### config.mk
export PLATFORM = sky130hd
export DESIGN_NAME = vita49_unpack
export DESIGN_NICKNAME = d
export VERILOG_FILES = /design/src/rtl/vita49_unpack.sv
export SDC_FILE = /design/constraint.sdc
export NUM_CORES = 1
export LEC_CHECK = 0
export CAP_MARGIN = 15
export CORE_ASPECT_RATIO = 1.4
export CORE_MARGIN = 4
export CORE_UTILIZATION = 35
export DETAILED_ROUTE_END_ITERATION = 8
export GPL_TIMING_DRIVEN = 0
export PLACE_DENSITY = 0.73
export SETUP_SLACK_MARGIN = 0.2
export SYNTH_ARGS = -nofsm -noshare
export SYNTH_HDL_FRONTEND = slang
export SYNTH_SLANG_ARGS = --single-unit
export TNS_END_PERCENT = 10
### constraint.sdc
create_clock -name AXIS_ACLK -period 2.95 [get_ports AXIS_ACLK]
set_input_delay 0.295 -clock AXIS_ACLK [delete_from_list [all_inputs] [get_ports AXIS_ACLK]]
set_output_delay 0.295 -clock AXIS_ACLK [all_outputs]
set_load 0.1 [all_outputs]
### src/rtl/vita49_unpack.sv
// ---------------------------------------------------------------------------
// vita49_unpack
//   Receive-side VITA-49 IF-data unpacker. Accepts packets on an AXIS slave
//   port (hdr, stream ID, integer TS, two fractional TS words, payload),
//   validates the header, captures timestamps and forwards only payload words
//   to the AXIS master port with zero latency.
//
// Ports
//   AXIS_ACLK / AXIS_ARESET   clock, synchronous active-high reset
//   S_AXIS_*                  packet input (TDATA/TVALID/TLAST/TREADY)
//   M_AXIS_*                  payload output (TDATA/TVALID/TLAST/TREADY)
//   ctrl                      [0] start, [1] reset_cmd, [2] passthrough
//   status                    [0] done, [1] hdr_err, [2] sid_err,
//                             [3] seq_err, [4] size_err, [11:8] last pkt_cnt
//   streamID                  expected stream ID
//   words_to_unpack           payload words to forward before done
//   timestamp_sec/_fsec       captured TSI / {TSF0,TSF1}
//   ts_valid                  1-cycle pulse after TSF1 capture
//
// Build option
//   VITA49_UNPACK_SIDFILT_EN  when defined, a stream-ID mismatch drops the
//                             whole packet (DRAIN) instead of forwarding it.
// ---------------------------------------------------------------------------
module vita49_unpack #(
  parameter logic [3:0] PKT_TYPE = 4'b0001
) (
  input  logic        AXIS_ACLK,
  input  logic        AXIS_ARESET,
  input  logic [31:0] S_AXIS_TDATA,
  input  logic        S_AXIS_TVALID,
  input  logic        S_AXIS_TLAST,
  output logic        S_AXIS_TREADY,
  output logic [31:0] M_AXIS_TDATA,
  output logic        M_AXIS_TVALID,
  output logic        M_AXIS_TLAST,
  input  logic        M_AXIS_TREADY,
  input  logic [31:0] ctrl,
  output logic [31:0] status,
  input  logic [31:0] streamID,
  input  logic [31:0] words_to_unpack,
  output logic [31:0] timestamp_sec,
  output logic [63:0] timestamp_fsec,
  output logic        ts_valid
);

  localparam logic [15:0] HDR_WORDS = 16'd5;

  localparam logic [3:0] ST_INIT  = 4'd0;
  localparam logic [3:0] ST_HDR   = 4'd1;
  localparam logic [3:0] ST_SID   = 4'd2;
  localparam logic [3:0] ST_TSI   = 4'd3;
  localparam logic [3:0] ST_TSF0  = 4'd4;
  localparam logic [3:0] ST_TSF1  = 4'd5;
  localparam logic [3:0] ST_PAY   = 4'd6;
  localparam logic [3:0] ST_DRAIN = 4'd7;
  localparam logic [3:0] ST_DONE  = 4'd8;

  logic        start, reset_cmd, pass;
  logic [3:0]  state;
  logic [15:0] pkt_size, pay_cnt;
  logic [31:0] word_cnt;
  logic [3:0]  last_cnt, exp_cnt;
  logic        seen_pkt;
  logic        done, hdr_err, sid_err, seq_err, size_err;
  logic        s_xfr, m_xfr;
  logic        hdr_bad, pay_last, budget_hit;

  assign start     = ctrl[0];
  assign reset_cmd = ctrl[1];
  assign pass      = ctrl[2];

  assign hdr_bad    = (S_AXIS_TDATA[31:28] != PKT_TYPE) ||
                      (S_AXIS_TDATA[15:0] <= HDR_WORDS) || S_AXIS_TLAST;
  // pkt_size > 5 is guaranteed whenever PAYLOAD is reached
  assign pay_last   = ((pay_cnt + 16'd1) == (pkt_size - HDR_WORDS));
  assign budget_hit = ((word_cnt + 32'd1) == words_to_unpack);

  assign status = {20'd0, last_cnt, 3'd0, size_err, seq_err, sid_err, hdr_err, done};

  // Output muxing. reset_cmd blocks handshakes so an abandoned packet does
  // not leak one more word downstream.
  always_comb begin
    S_AXIS_TREADY = 1'b0;
    M_AXIS_TVALID = 1'b0;
    M_AXIS_TLAST  = 1'b0;
    M_AXIS_TDATA  = 32'd0;
    if (AXIS_ARESET) begin
      S_AXIS_TREADY = 1'b0;
    end else if (pass) begin
      M_AXIS_TVALID = S_AXIS_TVALID;
      M_AXIS_TLAST  = S_AXIS_TLAST;
      M_AXIS_TDATA  = S_AXIS_TDATA;
      S_AXIS_TREADY = M_AXIS_TREADY;
    end else if (!reset_cmd) begin
      case (state)
        ST_HDR, ST_SID, ST_TSI, ST_TSF0, ST_TSF1, ST_DRAIN: S_AXIS_TREADY = 1'b1;
        ST_PAY: begin
          M_AXIS_TVALID = S_AXIS_TVALID;
          M_AXIS_TDATA  = S_AXIS_TDATA;
          M_AXIS_TLAST  = S_AXIS_TLAST | pay_last | budget_hit;
          S_AXIS_TREADY = M_AXIS_TREADY;
        end
        default: S_AXIS_TREADY = 1'b0;
      endcase
    end
  end

  assign s_xfr = S_AXIS_TVALID & S_AXIS_TREADY;
  assign m_xfr = M_AXIS_TVALID & M_AXIS_TREADY;

  always_ff @(posedge AXIS_ACLK) begin
    ts_valid <= 1'b0;
    if (AXIS_ARESET) begin
      state          <= ST_INIT;
      pkt_size       <= 16'd0;
      pay_cnt        <= 16'd0;
      word_cnt       <= 32'd0;
      last_cnt       <= 4'd0;
      exp_cnt        <= 4'd0;
      seen_pkt       <= 1'b0;
      done           <= 1'b0;
      hdr_err        <= 1'b0;
      sid_err        <= 1'b0;
      seq_err        <= 1'b0;
      size_err       <= 1'b0;
      timestamp_sec  <= 32'd0;
      timestamp_fsec <= 64'd0;
    end else if (reset_cmd || (!pass && state == ST_INIT)) begin
      // status and counters clear on the way into INIT and while in it
      word_cnt <= 32'd0;
      last_cnt <= 4'd0;
      exp_cnt  <= 4'd0;
      seen_pkt <= 1'b0;
      done     <= 1'b0;
      hdr_err  <= 1'b0;
      sid_err  <= 1'b0;
      seq_err  <= 1'b0;
      size_err <= 1'b0;
      state    <= (!reset_cmd && start) ? ST_HDR : ST_INIT;
    end else if (!pass) begin
      case (state)
        ST_HDR: if (s_xfr) begin
          pkt_size <= S_AXIS_TDATA[15:0];
          last_cnt <= S_AXIS_TDATA[19:16];
          pay_cnt  <= 16'd0;
          if (hdr_bad) begin
            hdr_err <= 1'b1;
          end else begin
            // expected count follows the received one (mod 16) after each
            // good header, so a gap is flagged once and then resyncs
            if (seen_pkt && S_AXIS_TDATA[19:16] != exp_cnt) seq_err <= 1'b1;
            seen_pkt <= 1'b1;
            exp_cnt  <= S_AXIS_TDATA[19:16] + 4'd1;
          end
          if (words_to_unpack == 32'd0) begin
            done  <= 1'b1;
            state <= ST_DONE;
          end else if (hdr_bad) begin
            state <= S_AXIS_TLAST ? ST_HDR : ST_DRAIN;
          end else begin
            state <= ST_SID;
          end
        end
        ST_SID: if (s_xfr) begin
          if (S_AXIS_TDATA != streamID) sid_err <= 1'b1;
          if (S_AXIS_TLAST) begin
            size_err <= 1'b1;
            state    <= ST_HDR;
          end else begin
`ifdef VITA49_UNPACK_SIDFILT_EN
            state <= (S_AXIS_TDATA != streamID) ? ST_DRAIN : ST_TSI;
`else
            state <= ST_TSI;
`endif
          end
        end
        ST_TSI: if (s_xfr) begin
          timestamp_sec <= S_AXIS_TDATA;
          if (S_AXIS_TLAST) begin size_err <= 1'b1; state <= ST_HDR; end
          else state <= ST_TSF0;
        end
        ST_TSF0: if (s_xfr) begin
          timestamp_fsec[63:32] <= S_AXIS_TDATA;
          if (S_AXIS_TLAST) begin size_err <= 1'b1; state <= ST_HDR; end
          else state <= ST_TSF1;
        end
        ST_TSF1: if (s_xfr) begin
          timestamp_fsec[31:0] <= S_AXIS_TDATA;
          if (S_AXIS_TLAST) begin
            size_err <= 1'b1;
            state    <= ST_HDR;
          end else begin
            ts_valid <= 1'b1;
            state    <= ST_PAY;
          end
        end
        ST_PAY: if (m_xfr) begin
          word_cnt <= word_cnt + 32'd1;
          pay_cnt  <= pay_cnt + 16'd1;
          // word budget wins over any packet-end condition on the same word
          if (budget_hit) begin
            done  <= 1'b1;
            state <= ST_DONE;
          end else if (S_AXIS_TLAST) begin
            if (!pay_last) size_err <= 1'b1;
            state <= ST_HDR;
          end else if (pay_last) begin
            size_err <= 1'b1;
            state    <= ST_DRAIN;
          end
        end
        ST_DRAIN: if (s_xfr && S_AXIS_TLAST) state <= ST_HDR;
        ST_DONE:  state <= ST_DONE;
        default:  state <= ST_INIT;
      endcase
    end
  end

endmodule

==> metrics <==
GP Congestion 0.9231; Mapped Cells 1292; die width 149.3 µm; crit path max-delay cell type dfxtp_1; hold slack 0.3250 ns; Hold Crit Endpoint timestamp_sec[4]$_SDFFE_PP0P_; final worst path period share 1.204; Post-Layout Cell Count 1996; Row Count 72; die area 30740 µm²; Least-Margin Pin Slew 1.068 ns; Initial DRC Count 616; Hold Path Origin S_AXIS_TDATA[4]; relative slew slack 0.2855; pre-CTS WS -1.916 ns; RSZ-0062 raised after global routing true; final setup margin -0.6018 ns; Setup CP Type reg2out; Clock Latency Late Sink 0.44 ns; crit path buf inv count 2; Max-cap violations 0; hold path depth 3; startpoint types flip-flop; Die Y-Extent 205.9 µm; power per cell area 382.1 nW/µm²; Via density 5.273; yosys warns 0; post-detail-place hpwl 28060 µm; most frequent cell after synthesis nand2_1; Worst VDD drop 0.3946 mV; CP arrival 3.26 ns; CTS tree done; CP peak stage delay 0.47 ns; Post-synth EDFFs 0; Post-Syn Area 9787 µm²; Distinct cells, synth 64; CTS root buffer clkbuf_16; antenna violations before repair 0; reg2reg path depth 11; vias in the first global route 10.15k; FILL cells 2621; r2r endpoint state[3]$_SDFFE_PP0P_; # placed instances 1919; Pleak 5.155 nW; clock-pin slew on the worst setup and hold paths 0.07 ns; post-route ant nets 0; delay-heaviest family, CP simple AND/OR/NAND/NOR gates; DP Area 12780 µm²; area delta synth->final 48.71%; Hold Vio Cnt, Final 0; Initial Util 0.3550; DRT Pass-1 Iters 5; Finished Cell Area 14550 µm²; clk_skew 0.01315 ns; post-synth top area share 0.3661; synthesis-stage register bit count 179; synth top area cells dfxtp_1 37%, nand2_1 11%, xnor2_1 8.4%, a21oi_1 7.9%, xor2_1 3.6%; fmax 0.2815 GHz; DRT Wirelength 38260 µm; critical-path cell list nand4_1 -> buf_4 -> nor4_1 -> nand4_1 -> o211ai_1 -> a31oi_4 -> a211oi_2 -> and3_4 -> o21a_4 -> o21a_4 -> buf_12; Avg Cell Area, Syn 7.575 µm²; top cell type by total area after synthesis dfxtp_1; share of cells above drive strength 1 0.1809; nets@finish 1749; Critical Path RT 2.65 ns; r2r startpoint word_cnt[1]$_SDFFE_PP0P_; Post-synth top flop dfxtp_1; reg2reg setup slack -0.18 ns; sequential fraction of the synthesis area 0.3661; Crit Path Max Fanout 5; Max clock buf depth 2; vias 10.53k; Num CTS Buffers 17; DRC violations left 0; Stages on worst setup path 11; IO Pins 297; most frequent cells after synthesis 278 x nand2_1, 179 x dfxtp_1, 154 x a21oi_1, 94 x xnor2_1, 93 x nor2_1; outcome complete, but fails checks; global-route wire length before repair 55740 µm; core box area 27570 µm²; largest net degree at the start of global routing 18; FFs w/ async S/R, synth 0; min-delay worst type in2reg; Tmin final 3.552 ns; failing checks setup timing; CTS sink cnt 179; Post-Route Utilization 0.5280; Crit. End Element primary output; Overall Global Routing Usage 0.2331; total grt overflow 0; port bufs 235; Avg WL per Cell 19.17 µm; htree depth 4; final number of setup-violating endpoints 4; Pins Over Slew Limit 0
==> layer usage <==
layer / routed length, µm / part of all wire / GRT usage
met2: 19150 / 0.50 / 0.4127
met4: 2208 / 0.058 / 0.1312
met1: 13890 / 0.36 / 0.2566
met3: 3011 / 0.079 / 0.05089
met5: 0 / 0 / 0
==> report_power, final <==
part	switching [W]	internal, W	leakage [nW]
combinational	0.000571	0.000303	3.43
clock	0.00108	0.00119	0.274
sequential	0.00000277	0.00241	1.45
==> flip-flops by register name, indices dropped and copies added (netlist names), 4 cells and up <==
name            flops
word_cnt           32
pay_cnt            16
timestamp_fsec     64
pkt_size           16
timestamp_sec      32
last_cnt            4
state               4
exp_cnt             4
==> layout make-up <==
type,instances,area (µm²),share of cell area
flip-flops and latches,179,3615,0.2484
plain buffers,110,710.7,0.04883
diodes,1,2.502,0.0001719
well taps,370,462.9,0.03181
inverters,14,52.55,0.003611
repair buffers,279,2899,0.1992
multi-input cells,1011,6242,0.4289
clock buffers,18,429.2,0.02949
clock inverters,14,140.1,0.009629
==> worst reg2reg max path, stage by stage (launching register included) <==
cell	delay [ns]
dfxtp_4	0.36
ha_4	0.15
nand4_4	0.10
or4_4	0.56
nor2_2	0.19
mux2_2	0.38
a31oi_4	0.18
a211oi_2	0.07
buf_4	0.18
a311oi_4	0.36
or2_4	0.21
mux2_4	0.29
==> cells by family after synthesis <==
group	after synthesis	share of synthesized area
and+or+nand+nor	601	0.2962
DFF	179	0.3661
buffers and inverters	124	0.05932
xor gates and xnor gates	137	0.1268
AOI/OAI and AO/OA	237	0.1364
muxes	9	0.009588
other	1	0.0003832
adders and majority gates	4	0.005114
==> what timing repair did <==
| action | 4_1_cts | 5_1_grt |
|---|---|---|
| pin swaps | 21 | 21 |
| setup endpoints to repair | 205 | 186 |
| hold buffers | 0 | 0 |
| setup buffers | 25 | 19 |
| gates resized for setup | 352 | 130 |
==> cells in the final DEF (no fill, tap or decap), types with 25 or more instances in the layout <==
master and instances:
clkbuf_1 40, nand4_1 38, nor2_1 86, dfxtp_1 162, nand2_1 272, xor2_1 39
nand3_1 25, buf_4 76, clkdlybuf4s50_1 200, o21ai_0 28, xnor2_1 92, a21oi_1 151
==> metrics by stage <==
step                setup TNS, ns  power [W]
floorplan                  -23.08   0.002962
global placement           -88.77   0.003277
detailed placement         -92.05   0.003277
CTS                       -0.9360   0.005537
global route               -1.512   0.005702
finish                    -0.9481   0.005561
==> worst max-delay path by stage <==
| stage | to | slack, ns | start |
|---|---|---|---|
| after floorplan | M_AXIS_TLAST | -0.42 | word_cnt[0]$_SDFFE_PP0P_ |
| after global placement | M_AXIS_TLAST | -1.90 | word_cnt[0]$_SDFFE_PP0P_ |
| after detailed placement | M_AXIS_TLAST | -1.92 | word_cnt[0]$_SDFFE_PP0P_ |
| after CTS | M_AXIS_TLAST | -0.52 | word_cnt[1]$_SDFFE_PP0P_ |
| after global routing | M_AXIS_TLAST | -0.68 | word_cnt[7]$_SDFFE_PP0P_ |
| final | M_AXIS_TLAST | -0.60 | word_cnt[11]$_SDFFE_PP0P_ |
Power figures use the tool's default switching activity.
